$ cat src/rtl/iterative_muldiv_unit_pkg.sv
// Shared types and small decode helpers for the iterative multiply/divide unit.
package iterative_muldiv_unit_pkg;

  // Operation encoding presented by the ALU decode.
  typedef enum logic [1:0] {
    md_mulu = 2'b00,
    md_muls = 2'b01,
    md_divu = 2'b10,
    md_divs = 2'b11
  } lc3b_mdop;

  // Engine state, also exported for debug and checker binding.
  typedef enum logic [1:0] {
    md_idle = 2'b00,
    md_busy = 2'b01,
    md_done = 2'b10
  } lc3b_mdstate;

  // The upper opcode bit selects divide.
  function automatic logic op_is_div(input lc3b_mdop op);
    return op[1];
  endfunction

  // The lower opcode bit selects signed operands.
  function automatic logic op_is_signed(input lc3b_mdop op);
    return op[0];
  endfunction

endpackage

$ cat src/rtl/iterative_muldiv_unit_if.sv
// Pipeline-side bundle for the iterative multiply/divide unit.
//
// Handshake: this is a hold/release protocol, not valid/ready. EX asserts
// op_valid with stable operands for as long as the instruction sits in EX.
// The unit answers with a combinational stall while it accepts and iterates;
// when stall drops (state == md_done) result/div_by_zero are valid and stay
// valid until EX pulses flow (instruction leaves EX) or flush (squash).
// A cycle with op_valid && flush is never an accept.
interface iterative_muldiv_unit_if #(
  parameter int WIDTH = 16
);
  import iterative_muldiv_unit_pkg::*;

  logic              op_valid;
  lc3b_mdop          op;
  logic              hi_sel;
  logic [WIDTH-1:0]  a;
  logic [WIDTH-1:0]  b;
  logic              flow;
  logic              flush;
  logic [WIDTH-1:0]  result;
  logic              stall;
  logic              div_by_zero;
  lc3b_mdstate       state;

  // Pipeline (EX stage) side.
  modport master (
    output op_valid, op, hi_sel, a, b, flow, flush,
    input  result, stall, div_by_zero, state
  );

  // Engine side.
  modport slave (
    input  op_valid, op, hi_sel, a, b, flow, flush,
    output result, stall, div_by_zero, state
  );

endinterface

$ cat src/rtl/iterative_muldiv_unit.sv
// Multi-cycle multiply/divide engine for the EX stage.
// Multiply is LSB-first shift-add, divide is restoring; both share one adder
// and the same high/low register pair. Signed ops run on magnitudes and the
// sign is fixed up once when the last step completes.
module iterative_muldiv_unit
  import iterative_muldiv_unit_pkg::*;
#(
  parameter int WIDTH = 16
) (
  input  logic clk,
  input  logic reset,
  iterative_muldiv_unit_if.slave bus
);

  localparam int CNT_W = $clog2(WIDTH + 1);

  // Two's-complement negate when neg is set (operand width).
  function automatic logic [WIDTH-1:0] neg_w(input logic [WIDTH-1:0] v, input logic neg);
    return neg ? (~v + WIDTH'(1)) : v;
  endfunction

  // Two's-complement negate when neg is set (full product width).
  function automatic logic [2*WIDTH-1:0] neg_2w(input logic [2*WIDTH-1:0] v, input logic neg);
    return neg ? (~v + (2*WIDTH)'(1)) : v;
  endfunction

  // Architectural state.
  lc3b_mdstate        state_q;
  logic [CNT_W-1:0]   cnt_q;
  logic               is_div_q;
  logic               hi_sel_q;
  logic               neg_q;     // product / quotient negative
  logic               rneg_q;    // dividend negative (remainder sign)
  logic [WIDTH-1:0]   opnd_q;    // multiplicand or divisor magnitude
  logic [WIDTH-1:0]   acc_q;     // product high half or partial remainder
  logic [WIDTH-1:0]   lo_q;      // multiplier/product low half or dividend/quotient
  logic [WIDTH-1:0]   result_q;
  logic               dbz_q;

  // Accept-side decode.
  logic               in_signed;
  logic               in_div;
  logic               a_neg;
  logic               b_neg;
  logic               b_zero;
  logic [WIDTH-1:0]   a_mag;
  logic [WIDTH-1:0]   b_mag;

  // Shared adder and per-step next values.
  logic [WIDTH:0]     add_l;
  logic [WIDTH:0]     add_r;
  logic               add_c;
  logic [WIDTH+1:0]   add_sum;
  logic               no_borrow;
  logic [WIDTH-1:0]   step_acc;
  logic [WIDTH-1:0]   step_lo;
  logic [2*WIDTH-1:0] fin_prod;
  logic [WIDTH-1:0]   fin_result;

  // Operand magnitudes. MIN's magnitude 2^(WIDTH-1) is representable as an
  // unsigned WIDTH-bit value, and the trial remainder below is WIDTH+1 bits,
  // so no step of the datapath can overflow.
  always_comb begin
    in_signed = op_is_signed(bus.op);
    in_div    = op_is_div(bus.op);
    a_neg     = in_signed & bus.a[WIDTH-1];
    b_neg     = in_signed & bus.b[WIDTH-1];
    b_zero    = (bus.b == '0);
    a_mag     = neg_w(bus.a, a_neg);
    b_mag     = neg_w(bus.b, b_neg);
  end

  // One radix-2 step through the shared adder: add for multiply, subtract for divide.
  always_comb begin
    add_l     = '0;
    add_r     = '0;
    add_c     = 1'b0;
    step_acc  = acc_q;
    step_lo   = lo_q;
    no_borrow = 1'b0;
    if (is_div_q) begin
      add_l = {acc_q, lo_q[WIDTH-1]};
      add_r = ~{1'b0, opnd_q};
      add_c = 1'b1;
    end else begin
      add_l = {1'b0, acc_q};
      add_r = lo_q[0] ? {1'b0, opnd_q} : '0;
      add_c = 1'b0;
    end
    add_sum = {1'b0, add_l} + {1'b0, add_r} + {{(WIDTH+1){1'b0}}, add_c};
    if (is_div_q) begin
      no_borrow = add_sum[WIDTH+1];
      step_acc  = no_borrow ? add_sum[WIDTH-1:0] : add_l[WIDTH-1:0];
      step_lo   = {lo_q[WIDTH-2:0], no_borrow};
    end else begin
      step_acc  = add_sum[WIDTH:1];
      step_lo   = {add_sum[0], lo_q[WIDTH-1:1]};
    end
  end

  // Sign correction and half select applied to the values of the final step.
  always_comb begin
    fin_prod   = neg_2w({step_acc, step_lo}, neg_q);
    fin_result = '0;
    if (is_div_q) begin
      fin_result = hi_sel_q ? neg_w(step_acc, rneg_q) : neg_w(step_lo, neg_q);
    end else begin
      fin_result = hi_sel_q ? fin_prod[2*WIDTH-1:WIDTH] : fin_prod[WIDTH-1:0];
    end
  end

  // Control FSM and datapath registers.
  always_ff @(posedge clk) begin
    if (reset) begin
      state_q  <= md_idle;
      cnt_q    <= '0;
      is_div_q <= 1'b0;
      hi_sel_q <= 1'b0;
      neg_q    <= 1'b0;
      rneg_q   <= 1'b0;
      opnd_q   <= '0;
      acc_q    <= '0;
      lo_q     <= '0;
      result_q <= '0;
      dbz_q    <= 1'b0;
    end else begin
      case (state_q)
        md_idle: begin
          if (bus.op_valid && !bus.flush) begin
            is_div_q <= in_div;
            hi_sel_q <= bus.hi_sel;
            neg_q    <= a_neg ^ b_neg;
            rneg_q   <= a_neg;
            acc_q    <= '0;
            if (in_div) begin
              opnd_q <= b_mag;
              lo_q   <= a_mag;
            end else begin
              opnd_q <= a_mag;
              lo_q   <= b_mag;
            end
            if (in_div && b_zero) begin
              // Divide by zero skips iteration: all-ones quotient, raw dividend as remainder.
              state_q  <= md_done;
              cnt_q    <= '0;
              result_q <= bus.hi_sel ? bus.a : '1;
              dbz_q    <= 1'b1;
            end else begin
              state_q  <= md_busy;
              cnt_q    <= CNT_W'(WIDTH);
            end
          end
        end
        md_busy: begin
          if (bus.flush) begin
            state_q <= md_idle;
            cnt_q   <= '0;
          end else begin
            acc_q <= step_acc;
            lo_q  <= step_lo;
            cnt_q <= cnt_q - CNT_W'(1);
            if (cnt_q == CNT_W'(1)) begin
              state_q  <= md_done;
              result_q <= fin_result;
              dbz_q    <= 1'b0;
            end
          end
        end
        md_done: begin
          // Hold the answer until EX advances or is squashed; never re-accept here.
          if (bus.flow || bus.flush) begin
            state_q  <= md_idle;
            result_q <= '0;
            dbz_q    <= 1'b0;
          end
        end
        default: begin
          state_q <= md_idle;
        end
      endcase
    end
  end

  assign bus.stall       = ((state_q == md_idle) && bus.op_valid && !bus.flush) ||
                           (state_q == md_busy);
  assign bus.result      = result_q;
  assign bus.div_by_zero = dbz_q;
  assign bus.state       = state_q;

endmodule

$ cat src/flat_wrapper.sv
// flat-port wrapper written by rule: the top's interface ports become plain ports
module iterative_muldiv_unit_flat import iterative_muldiv_unit_pkg::*;
#(
  parameter int WIDTH = 16
)
  (clk, reset, bus_op_valid, bus_op, bus_hi_sel, bus_a, bus_b, bus_flow, bus_flush, bus_result, bus_stall, bus_div_by_zero, bus_state);
  iterative_muldiv_unit_if #(.WIDTH(WIDTH)) bus_i ();
  input  logic clk;
  input  logic reset;
  input wire logic [$bits(bus_i.op_valid)-1:0] bus_op_valid;
  input wire logic [$bits(bus_i.op)-1:0] bus_op;
  input wire logic [$bits(bus_i.hi_sel)-1:0] bus_hi_sel;
  input wire logic [$bits(bus_i.a)-1:0] bus_a;
  input wire logic [$bits(bus_i.b)-1:0] bus_b;
  input wire logic [$bits(bus_i.flow)-1:0] bus_flow;
  input wire logic [$bits(bus_i.flush)-1:0] bus_flush;
  output wire logic [$bits(bus_i.result)-1:0] bus_result;
  output wire logic [$bits(bus_i.stall)-1:0] bus_stall;
  output wire logic [$bits(bus_i.div_by_zero)-1:0] bus_div_by_zero;
  output wire logic [$bits(bus_i.state)-1:0] bus_state;
  assign bus_i.op_valid = bus_op_valid;
  assign bus_i.op = bus_op;
  assign bus_i.hi_sel = bus_hi_sel;
  assign bus_i.a = bus_a;
  assign bus_i.b = bus_b;
  assign bus_i.flow = bus_flow;
  assign bus_i.flush = bus_flush;
  assign bus_result = bus_i.result;
  assign bus_stall = bus_i.stall;
  assign bus_div_by_zero = bus_i.div_by_zero;
  assign bus_state = bus_i.state;
  iterative_muldiv_unit #(.WIDTH(WIDTH)) u_core (.clk(clk), .reset(reset), .bus(bus_i));
endmodule
$ cat config.mk
export PLATFORM = sky130hd
export DESIGN_NAME = iterative_muldiv_unit_flat
export DESIGN_NICKNAME = d
export VERILOG_FILES = /design/src/rtl/iterative_muldiv_unit_pkg.sv /design/src/rtl/iterative_muldiv_unit_if.sv /design/src/rtl/iterative_muldiv_unit.sv /design/src/flat_wrapper.sv
export SDC_FILE = /design/constraint.sdc
export NUM_CORES = 1
export LEC_CHECK = 0
export ABC_AREA = 1
export CORE_UTILIZATION = 50
export CTS_BUF_LIST = sky130_fd_sc_hd__clkbuf_2
export DETAILED_ROUTE_END_ITERATION = 10
export PLACE_DENSITY_LB_ADDON = 0.1
export SYNTH_ARGS = -nofsm -noshare
export SYNTH_HDL_FRONTEND = slang
export SYNTH_SLANG_ARGS = --single-unit
$ cat constraint.sdc
create_clock -name clk -period 8.2 [get_ports clk]
set_clock_uncertainty 0.1 [all_clocks]
set_input_delay 1.23 -clock clk [delete_from_list [all_inputs] [get_ports clk]]
set_output_delay 1.23 -clock clk [all_outputs]
set_load 0.02 [all_outputs]
Word-level counts from Yosys, hierarchy flattened
Cells that the tools add are included.

word-level totals
  register bits after elaboration = 76
  word-level logic and storage cells = 99

cells by class
  add/subtract/negate cells = 8
  eq/ne operators = 9
  multiplexer cells = 46
  bitwise logic cells = 9
  reduce and logical (&&, ||, !) cells = 16

operator list
  operator                                                                number
  16-bit 2-to-1 mux                                                       23
  16-bit by 1-bit adder with 16-bit output (second input constant)        4
  16-bit NOT                                                              4
  16-bit case mux with 2 select lines                                     2
  16-bit case mux with 3 select lines                                     1
  17-bit 2-to-1 mux                                                       2
  32-bit by 1-bit adder with 32-bit output (second input constant)        1
  32-bit 2-to-1 mux                                                       1
  32-bit NOT                                                              1
  17-bit by 17-bit adder with 18-bit output                               1
  18-bit by 1-bit adder with 18-bit output                                1
  16-bit NOT with 17-bit output                                           1
  16-bit zero test                                                        1
  5-bit 2-to-1 mux                                                        3
  2-bit 2-to-1 mux                                                        5
  5-bit case mux with 2 select lines                                      1
  2-bit by 1-bit != test with 1-bit output (second input constant)        4
  1-bit 2-to-1 mux                                                        6
  2-bit case mux with 3 select lines                                      1
  3-bit AND reduction                                                     2
  6-bit AND reduction                                                     1
  5-bit by 1-bit equality test with 1-bit output (second input constant)  1
  5-bit by 1-bit subtractor with 5-bit output (second input constant)     1
  1-bit logical AND                                                       4
  other kinds (13)                                                        16

Longest topological paths before layout
Gate-level depths: netlist of the first run.

  word-level depth = 14
  depth in mapped cells = 35
  mapped depth without buffers = 30

Least setup slack after synthesis of the first run
Ideal clock, no wire load.

  kind = reg2reg
  from = reg u_core.is_div_q
  to = reg u_core.result_q[4] (netlist: u_core.bus.result[4])
  library setup time = 129 ps
  data arrival time = 4,121 ps
  path slack = 3,850 ps
  stages on the path, launching flop included = 33
  buffers on the path = 5
  period minus slack after synthesis = 4,350 ps
  cells stage by stage = dfxtp_1 buf_6 inv_4 buf_2 buf_1 clkbuf_1 o21ai_0 ha_1 nand2_1 inv_2 nand2_1 nand2_1 inv_1 nor2_1 nor2_2 nand2_4 buf_8 inv_2 nand2_1 inv_1 ha_1 nand3_1 inv_1 nand2_2 nor3_4 nand4_1 nand2_1 a21boi_1 nor2_1 nor2_1 nand2_1 a31oi_1 nor2_1

on the way
  word-level cells in the longest chain between the ends = 13
  elaborated cells on any way between the ends = 23
  those cells by class = add/sub: 5; mux: 15; bitwise: 3

ends and longest elaborated chain
  element                                                                                               RTL line                                                    text
  start, declared                                                                                       iterative_muldiv_unit.sv:30                                 logic is_div_q;
  start signal, assigned                                                                                iterative_muldiv_unit.sv:130                                is_div_q <= in_div;
  17-bit 2-to-1 mux                                                                                     iterative_muldiv_unit.sv:81                                 if (is_div_q) begin
  17-bit by 17-bit adder with 18-bit output                                                             iterative_muldiv_unit.sv:90                                 add_sum = {1'b0, add_l} + {1'b0, add_r} + {{(WIDTH+1){1'b0}}, add_c};
  18-bit by 1-bit adder with 18-bit output                                                              iterative_muldiv_unit.sv:90
  16-bit 2-to-1 mux                                                                                     iterative_muldiv_unit.sv:93                                 step_acc = no_borrow ? add_sum[WIDTH-1:0] : add_l[WIDTH-1:0];
  16-bit 2-to-1 mux                                                                                     iterative_muldiv_unit.sv:91                                 if (is_div_q) begin
  32-bit NOT or 16-bit NOT (tied branches)                                                              iterative_muldiv_unit.sv:24, iterative_muldiv_unit.sv:19
  32-bit by 1-bit adder with 32-bit output or 16-bit by 1-bit adder with 16-bit output (tied branches)  iterative_muldiv_unit.sv:24, iterative_muldiv_unit.sv:19
  32-bit 2-to-1 mux or 16-bit 2-to-1 mux (tied branches)                                                iterative_muldiv_unit.sv:24, iterative_muldiv_unit.sv:19
  16-bit 2-to-1 mux, on equally long branches                                                           iterative_muldiv_unit.sv:108, iterative_muldiv_unit.sv:106
  16-bit 2-to-1 mux (*)                                                                                 iterative_muldiv_unit.sv:105                                if (is_div_q) begin
  16-bit 2-to-1 mux (*)                                                                                 iterative_muldiv_unit.sv:162                                if (cnt_q == CNT_W'(1)) begin
  16-bit 2-to-1 mux (*)                                                                                 iterative_muldiv_unit.sv:155                                if (bus.flush) begin
  16-bit case mux with 3 select lines (*)                                                               iterative_muldiv_unit.sv:127                                case (state_q)
  end signal, assigned                                                                                  iterative_muldiv_unit.sv:146                                result_q <= bus.hi_sel ? bus.a : '1;
  end signal, assigned                                                                                  iterative_muldiv_unit.sv:164                                result_q <= fin_result;
  end, declared                                                                                         iterative_muldiv_unit.sv:37                                 logic [WIDTH-1:0] result_q;

Every way passes the cells marked *; elsewhere a longest branch is shown, timed or not. The select of a mux whose other input is x is not followed.
A chain may end at the register's enable or synchronous reset.

Worst setup path in the final report of the first run
  from = reg u_core.is_div_q
  to = reg u_core.result_q[10] (netlist: u_core.bus.result[10])

The elaborated chain is that of the path after synthesis.

==> tab_implementation.tex, run 1 <==
\begin{tabular}{lr}
\hline
Metric & Value \\
\hline
\multicolumn{2}{l}{\textbf{Global route}} \\
Total routing usage reported by global routing & 32.2\% \\
Vias in the first global route & 7789 \\
Global-route wire length before repair & 39400 µm \\
Number of antenna violations at the first check in global routing & 1 \\
Maximum number of pins on one net before global-route repair & 69 \\
Total grt overflow & 0 \\
\multicolumn{2}{l}{\textbf{STA}} \\
Max-slew headroom & 32.2\% \\
Final Setup Violations & 0 \\
Setup slack after layout & 3090 ps \\
Slew Limit Fails & 0 \\
Minimum hold slack & 394 ps \\
Final min period & 5110 ps \\
Crit share post-route & 62.3\% \\
Hold Fails Final Rpt & 0 \\
Top achievable clock speed & 0.196 GHz \\
TNS Setup & 0 ps \\
Worst Max-Slew Pin Slew & 1020 ps \\
Unrepaired setup endpoints after global routing & false \\
\multicolumn{2}{l}{\textbf{Die}} \\
I/O pin count & 60 \\
Die height & 125 µm \\
Width of the die & 125 µm \\
Number of placement rows & 44 \\
Die ar. & 15600 µm² \\
Initial core utilization & 51.5\% \\
Standard cell core area & 14600 µm² \\
\multicolumn{2}{l}{\textbf{Critical path}} \\
Number of buffers and inverters on the critical path & 6 \\
Type of the worst setup path & reg -> reg \\
Required arrival time at the worst endpoint & 8570 ps \\
Family of cells with the greatest summed delay on the critical path & simple AND/OR/NAND/NOR gates \\
Sort of element at the start of the critical path & register \\
Setup slack of the worst register-to-register path & 3090 ps \\
Worst Path Max Fanout & 63 \\
Critical Path End Type & register \\
Signal arrival time at the worst endpoint & 5480 ps \\
Crit-path most repeated cell & sky130\_fd\_sc\_hd\_\_nand2\_1 \\
CP max-delay cell & sky130\_fd\_sc\_hd\_\_buf\_4 \\
Critical path's largest stage delay & 510 ps \\
\multicolumn{2}{l}{\textbf{Routing}} \\
Number of detailed-route iterations in the first pass & 6 \\
Wire length reported by the detailed router & 24500 µm \\
Detail Route Antenna Nets & 0 \\
Detailed-route via count & 8470 \\
Count of unresolved DRC violations after routing & 0 \\
Ratio of routed vias to standard cells & 5.58 \\
Wirelength per Cell & 16.2 µm \\
Number of DRC violations after detailed-routing iteration 0 & 771 \\
\multicolumn{2}{l}{\textbf{Power and ir drop}} \\
Sequential Power Share & 28.3\% \\
Int Pwr & 867 µW \\
Peak supply drop & 0.166 mV \\
Static leakage & 3.77 nW \\
Combinational power share & 59.6\% \\
Clock network fraction of total power & 12.1\% \\
Switch Pwr & 944 µW \\
Switching part of the total power & 52.1\% \\
Power per standard cell area & 220 nW/µm² \\
\multicolumn{2}{l}{\textbf{Clock tree}} \\
Number of setup buffers added after CTS & 0 \\
TritonCTS buffer count & 9 \\
H-tree level count & 3 \\
Max Buffers Root-to-Sink & 2 \\
Post-cts resize count & 0 \\
Clock insertion delay at the later pin of the skew report & 600 ps \\
Post-cts hold buffer count & 0 \\
Total clock sinks & 76 \\
Cell chosen for the clock root & sky130\_fd\_sc\_hd\_\_clkbuf\_2 \\
CTS tree & yes \\
Worst-path clk slew & 210 ps \\
\multicolumn{2}{l}{\textbf{Finish}} \\
Synth-to-Final Area Change & 9.25\% \\
Ratio of cells with drive above 1 in the final layout & 5.93\% \\
Nets & 1396 \\
Post-route cell area & 8230 µm² \\
Fin cells & 1517 \\
\multicolumn{2}{l}{\textbf{Hold path}} \\
Class of the worst hold path & reg -> reg \\
\multicolumn{2}{l}{\textbf{Placed design}} \\
PortBufs & 59 \\
Post-placement setup slack & 3210 ps \\
Weighted congestion reported at the end of routability-driven placement & 0.954 \\
Instance area at placement & 8130 µm² \\
Number of cells in the design after placement & 1501 \\
Final HPWL DP & 19000 µm \\
\multicolumn{2}{l}{\textbf{Synth}} \\
Unique cell type count in the Yosys netlist & 52 \\
Number of instances in the synthesized netlist & 1308 \\
Post-synth net total & 1376 \\
Post-Synthesis Cell Area & 7540 µm² \\
Avg Cell Area, Syn & 5.76 µm² \\
Yosys warnings & 0 \\
Most used flip-flop cell after synthesis & sky130\_fd\_sc\_hd\_\_dfxtp\_1 \\
Register area share after synthesis & 20.2\% \\
Register bit total from synthesis & 76 \\
Share of flip-flops with an asynchronous set or reset & 0\% \\
EDFF count, synth & 0 \\
\multicolumn{2}{l}{\textbf{Job}} \\
Maxcap violations & 0 \\
\multicolumn{2}{l}{\textbf{Outcome}} \\
Outcome & completed \\
\hline
\end{tabular}
==> sequential cells by signal, summed over array words and instances, names as in the netlist <==
| register | flops |
|---|---|
| u_core.hi_sel_q | 1 |
| u_core.neg_q | 1 |
| u_core.cnt_q | 5 |
| u_core.opnd_q | 16 |
| u_core.lo_q | 16 |
| u_core.bus.state | 2 |
| u_core.bus.result | 16 |
| u_core.is_div_q | 1 |
| u_core.bus.div_by_zero | 1 |
| u_core.rneg_q | 1 |
| u_core.acc_q | 16 |
==> power groups by stage <==
stage	sequential (mW)	clock [mW]	combinational, mW
floorplan	0.528	0	0.739
global placement	0.517	0	1.06
finish	0.512	0.220	1.08
CTS	0.509	0.223	1.06
detailed placement	0.516	0	1.06
global route	0.520	0.238	1.20
==> kinds of logic after synthesis <==
family,count (synthesis),synth area share (%)
AO/OA/AOI/OAI,255,19.6
adder cells (fa/ha/maj),28,4.85
XOR/XNOR,36,4.18
AND/OR/NAND/NOR,687,39.1
buffers and inverters,226,12.0
flip-flops,76,20.2
==> metal layers <==
layer / vias to the layer above / global-route usage (%) / wire [µm]
met5: - / 0 / 0
met4: 0 / 15.3 / 1010
met3: 54 / 4.25 / 1590
met2: 352 / 52.8 / 11200
met1: 3803 / 41.7 / 10700
li1: 4261 / - / -
==> area by class of cell <==
type	instances	area, µm²
well taps	184	230
clock buffers	11	55.1
repair buffers	62	608
inverters	173	652
fillers	1518	6410
multi-input cells	1006	5110
clock inverters	4	51.3
flip-flops and latches	76	1520
diodes	1	2.50
==> worst paths after layout <==
kind | start | end | cells after the start
max | u_core.is_div_q | u_core.bus.result[10] | 29
min | u_core.acc_q[6] | u_core.acc_q[6] | 2
max reg2reg | u_core.is_div_q | u_core.bus.result[10] | 29
min reg2reg | u_core.acc_q[6] | u_core.acc_q[6] | 2
==> cell usage after synthesis (3+ instances only) <==
cell                       count  area share, %
sky130_fd_sc_hd__nand4_1      10           0.83
sky130_fd_sc_hd__ha_1         26            4.3
sky130_fd_sc_hd__nand2_2      11           0.91
sky130_fd_sc_hd__nor2_1      110            5.5
sky130_fd_sc_hd__a21oi_2       9            1.0
sky130_fd_sc_hd__clkinv_1      5           0.25
sky130_fd_sc_hd__buf_2         8           0.53
sky130_fd_sc_hd__buf_6         3           0.45
sky130_fd_sc_hd__o21ai_0      94            6.2
sky130_fd_sc_hd__o211ai_1     13            1.3
sky130_fd_sc_hd__a21oi_1      71            4.7
sky130_fd_sc_hd__xor2_1       26            3.0
sky130_fd_sc_hd__nor2_4        5           0.75
sky130_fd_sc_hd__buf_1         3           0.15
sky130_fd_sc_hd__inv_1       160            8.0
sky130_fd_sc_hd__o221ai_1      4           0.46
sky130_fd_sc_hd__dfxtp_1      76             20
sky130_fd_sc_hd__buf_4         3           0.30
sky130_fd_sc_hd__inv_2         7           0.35
sky130_fd_sc_hd__nor2_2        4           0.33
sky130_fd_sc_hd__o21bai_1      9           0.90
sky130_fd_sc_hd__nand3b_1      7           0.70
sky130_fd_sc_hd__xnor2_1      10            1.2
sky130_fd_sc_hd__nand2_1     421             21
sky130_fd_sc_hd__nor3_1       12           0.80
sky130_fd_sc_hd__a31oi_1      28            2.3
sky130_fd_sc_hd__o21ai_1      10           0.66
sky130_fd_sc_hd__o31ai_1       3           0.30
sky130_fd_sc_hd__or2_2         5           0.42
sky130_fd_sc_hd__nand3_1      85            5.6
sky130_fd_sc_hd__nand3_2       6           0.80
sky130_fd_sc_hd__clkbuf_1     35            1.7
==> worst reg2reg max path, delay by kind of cell (launching register included) <==
| kind | cells | cell delay [ps] |
|---|---|---|
| AND/OR/NAND/NOR | 19 | 2790 |
| AO/OA/AOI/OAI | 2 | 270 |
| flip-flops | 1 | 390 |
| buffers and inverters | 6 | 990 |
| adder cells (fa/ha/maj) | 2 | 460 |
==> placed cells by master, fill, tap and decap left out, types with 11 or more instances in the layout <==
cell	instances
sky130_fd_sc_hd__nand2_1	421
sky130_fd_sc_hd__inv_1	160
sky130_fd_sc_hd__dfxtp_1	75
sky130_fd_sc_hd__ha_1	26
sky130_fd_sc_hd__o21ai_0	94
sky130_fd_sc_hd__a21oi_1	71
sky130_fd_sc_hd__nor2_1	109
sky130_fd_sc_hd__nand2_2	11
sky130_fd_sc_hd__nor3_1	12
sky130_fd_sc_hd__o211ai_1	13
sky130_fd_sc_hd__clkdlybuf4s50_1	58
sky130_fd_sc_hd__nand3_1	85
sky130_fd_sc_hd__clkbuf_2	11
sky130_fd_sc_hd__xor2_1	26
sky130_fd_sc_hd__a31oi_1	28
==> metrics by stage <==
step                      power, mW  utilization, %
after floorplan                1.27               -
after global placement         1.57            55.5
after detailed placement       1.57            55.5
after CTS                      1.80            56.2
after global routing           1.96            56.2
final                          1.81            56.2
(Power assumes the default switching activity.)
==> inputs of run 2 (changes only) <==
==> constraint.sdc (replaced) <==
create_clock -name clk -period 4.3 [get_ports clk]
set_clock_uncertainty 0.1 [all_clocks]
set_input_delay 0.645 -clock clk [delete_from_list [all_inputs] [get_ports clk]]
set_output_delay 0.645 -clock clk [all_outputs]
set_load 0.02 [all_outputs]
==> run 2 against run 1 <==
Against the previous run:
- sequential power is 90% higher
- maximum frequency is 26% higher
- flip-flop and latch count unchanged
- highest routed layer unchanged
==> tab_implementation.tex, run 2 (synthesis gave the netlist of run 1 again) <==
\begin{tabular}{lr}
\hline
Metric & Value \\
\hline
\multicolumn{2}{l}{\textbf{Global route}} \\
Total routing usage reported by global routing & 32.5\% (was 32.2\%) \\
Global-route wire length before repair & 39400 µm (about the same) \\
Vias in the first global route & 7768 (was 7789) \\
Maximum number of pins on one net before global-route repair & 64 (was 69) \\
Total grt overflow & 0 (unchanged) \\
Number of antenna violations at the first check in global routing & 1 (unchanged) \\
\multicolumn{2}{l}{\textbf{Routing}} \\
Number of detailed-route iterations in the first pass & 5 (was 6) \\
Ratio of routed vias to standard cells & 5.61 (was 5.58) \\
Count of unresolved DRC violations after routing & 0 (unchanged) \\
Detail Route Antenna Nets & 0 (unchanged) \\
Wire length reported by the detailed router & 26100 µm (was 24500 µm) \\
Number of DRC violations after detailed-routing iteration 0 & 796 (was 771) \\
Wirelength per Cell & 16.7 µm (was 16.2 µm) \\
Detailed-route via count & 8771 (was 8470) \\
\multicolumn{2}{l}{\textbf{STA}} \\
Worst Max-Slew Pin Slew & 826 ps (was 1020 ps) \\
Minimum hold slack & 393 ps (was 394 ps) \\
Slew Limit Fails & 0 (unchanged) \\
Crit share post-route & 94.3\% (was 62.3\%) \\
Unrepaired setup endpoints after global routing & true (was false) \\
Final Setup Violations & 0 (unchanged) \\
Final min period & 4060 ps (was 5110 ps) \\
Max-slew headroom & 44.9\% (was 32.2\%) \\
Setup slack after layout & 243 ps (was 3090 ps) \\
Top achievable clock speed & 0.247 GHz (was 0.196 GHz) \\
Hold Fails Final Rpt & 0 (unchanged) \\
\multicolumn{2}{l}{\textbf{Critical path}} \\
Critical path's largest stage delay & 530 ps (was 510 ps) \\
Signal arrival time at the worst endpoint & 4450 ps (was 5480 ps) \\
Sort of element at the start of the critical path & register (unchanged) \\
Setup slack of the worst register-to-register path & 240 ps (was 3090 ps) \\
Family of cells with the greatest summed delay on the critical path & simple AND/OR/NAND/NOR gates (unchanged) \\
Crit-path most repeated cell & sky130\_fd\_sc\_hd\_\_nand2\_2 (was sky130\_fd\_sc\_hd\_\_nand2\_1) \\
Type of the worst setup path & reg -> reg (unchanged) \\
CP max-delay cell & sky130\_fd\_sc\_hd\_\_dfxtp\_4 (was sky130\_fd\_sc\_hd\_\_buf\_4) \\
Critical Path End Type & register (unchanged) \\
Number of buffers and inverters on the critical path & 7 (was 6) \\
Worst Path Max Fanout & 6 (was 63) \\
Required arrival time at the worst endpoint & 4700 ps (was 8570 ps) \\
\multicolumn{2}{l}{\textbf{Finish}} \\
Most frequent cells in the layout & sky130\_fd\_sc\_hd\_\_nand2\_1 (408), sky130\_fd\_sc\_hd\_\_inv\_1 (160), sky130\_fd\_sc\_hd\_\_nor2\_1 (107) (was sky130\_fd\_sc\_hd\_\_nand2\_1 (421), sky130\_fd\_sc\_hd\_\_inv\_1 (160), sky130\_fd\_sc\_hd\_\_nor2\_1 (109)) \\
Synth-to-Final Area Change & 18.2\% (was 9.25\%) \\
Most common cell after layout, fill and taps aside & sky130\_fd\_sc\_hd\_\_nand2\_1 (unchanged) \\
Nets & 1442 (was 1396) \\
Fill cell count & 1507 (was 1518) \\
Ratio of cells with drive above 1 in the final layout & 11.7\% (was 5.93\%) \\
\multicolumn{2}{l}{\textbf{Die}} \\
I/O pin count & 60 (unchanged) \\
Number of placement rows & 44 (unchanged) \\
Die height & 125 µm (unchanged) \\
Die ar. & 15600 µm² (unchanged) \\
Standard cell core area & 14600 µm² (unchanged) \\
Initial core utilization & 51.5\% (unchanged) \\
Width of the die & 125 µm (unchanged) \\
\multicolumn{2}{l}{\textbf{Clock tree}} \\
CTS tree & yes (unchanged) \\
Cell chosen for the clock root & sky130\_fd\_sc\_hd\_\_clkbuf\_2 (unchanged) \\
Worst-path clk slew & 230 ps (was 210 ps) \\
Total clock sinks & 76 (unchanged) \\
TritonCTS buffer count & 9 (unchanged) \\
Max Buffers Root-to-Sink & 2 (unchanged) \\
H-tree level count & 3 (unchanged) \\
Clock insertion delay at the later pin of the skew report & 610 ps (was 600 ps) \\
\multicolumn{2}{l}{\textbf{Placed design}} \\
Final HPWL DP & 19600 µm (was 19000 µm) \\
PortBufs & 59 (unchanged) \\
Post-placement setup slack & 129 ps (was 3210 ps) \\
Weighted congestion reported at the end of routability-driven placement & 0.981 (was 0.954) \\
\multicolumn{2}{l}{\textbf{Power and ir drop}} \\
Static leakage & 4.03 nW (was 3.77 nW) \\
Power per standard cell area & 421 nW/µm² (was 220 nW/µm²) \\
Peak supply drop & 0.329 mV (was 0.166 mV) \\
\multicolumn{2}{l}{\textbf{Job}} \\
Maxcap violations & 0 (unchanged) \\
\multicolumn{2}{l}{\textbf{Outcome}} \\
Outcome & completed (unchanged) \\
\multicolumn{2}{l}{\textbf{Hold path}} \\
Class of the worst hold path & reg -> reg (unchanged) \\
\hline
\end{tabular}
==> run 2: changes by cell type in the layout (fill, tap and decap cells not counted), moves of 3 or more <==
cell                      previous run  this run
sky130_fd_sc_hd__nand2_1           421       408
sky130_fd_sc_hd__o21ai_0            94        79
sky130_fd_sc_hd__ha_2                0         3
sky130_fd_sc_hd__buf_6               0         3
sky130_fd_sc_hd__buf_4               3        40
sky130_fd_sc_hd__ha_1               26        14
sky130_fd_sc_hd__ha_4                0         9
sky130_fd_sc_hd__o21ai_2             2         5
sky130_fd_sc_hd__o21ai_1            10        22
sky130_fd_sc_hd__nand2_2            11        23
==> run 2: power breakdown <==
group	switching, mW	internal, mW	leakage (nW)	total (mW)
sequential	0.131	0.841	0.619	0.972
combinational	1.49	0.869	3.34	2.36
clock	0.293	0.131	0.0670	0.424
total	1.91	1.84	4.03	3.75
==> run 2: layer usage <==
layer / vias to the layer above / share of wire, % / GRT usage, %
li1: 4367 / - / -
met1: 3970 / 43 / 41.2
met2: 366 / 45 / 52.8
met3: 68 / 7.5 / 6.14
met4: 0 / 4.5 / 15.8
met5: - / 0 / 0
==> run 2: timing repair <==
item	in CTS	in global routing
gates resized for setup	0	69
setup endpoints to repair	0	16
hold buffers	0	0
buffers inserted	0	15
==> run 2: worst register-to-register path, delay by kind of cell (launching register included) <==
family	cells	cell delay [ps]
DFF	1	530
buffers and inverters	7	650
AOI/OAI and AO/OA	2	260
and+or+nand+nor	19	2000
adders and majority gates	2	410
==> run 2: cell type report <==
| type | instances | area (µm²) | area share (%) |
|---|---|---|---|
| tap | 184 | 230 | 2.58 |
| multi-input combinational | 1006 | 5320 | 59.7 |
| timing repair inverter | 2 | 22.5 | 0.253 |
| clock buffer | 9 | 45.0 | 0.506 |
| inverter | 173 | 681 | 7.64 |
| clock inverter | 7 | 67.6 | 0.758 |
| antenna | 1 | 2.50 | 0.0281 |
| sequential | 76 | 1530 | 17.2 |
| timing repair buffer | 106 | 1010 | 11.3 |
==> run 2: path summary, 6_finish.rpt <==
check	end	from	depth (start not counted)
max	u_core.bus.result[14]	u_core.is_div_q	30
min	u_core.bus.div_by_zero	u_core.bus.div_by_zero	2
max reg2reg	u_core.bus.result[14]	u_core.is_div_q	30
min reg2reg	u_core.bus.div_by_zero	u_core.bus.div_by_zero	2
==> run 2: metrics by stage <==
stage	instances	power [mW]	area [µm²]	utilization, %	setup TNS (ps)
after floorplan	1308	2.42	7540	-	0
after global placement	1528	3.08	8340	57.0	0
after detailed placement	1528	3.08	8340	57.0	0
after CTS	1544	3.51	8450	57.7	0
after global routing	1564	4.02	8910	60.8	-85.7
final	1564	3.75	8910	60.8	0
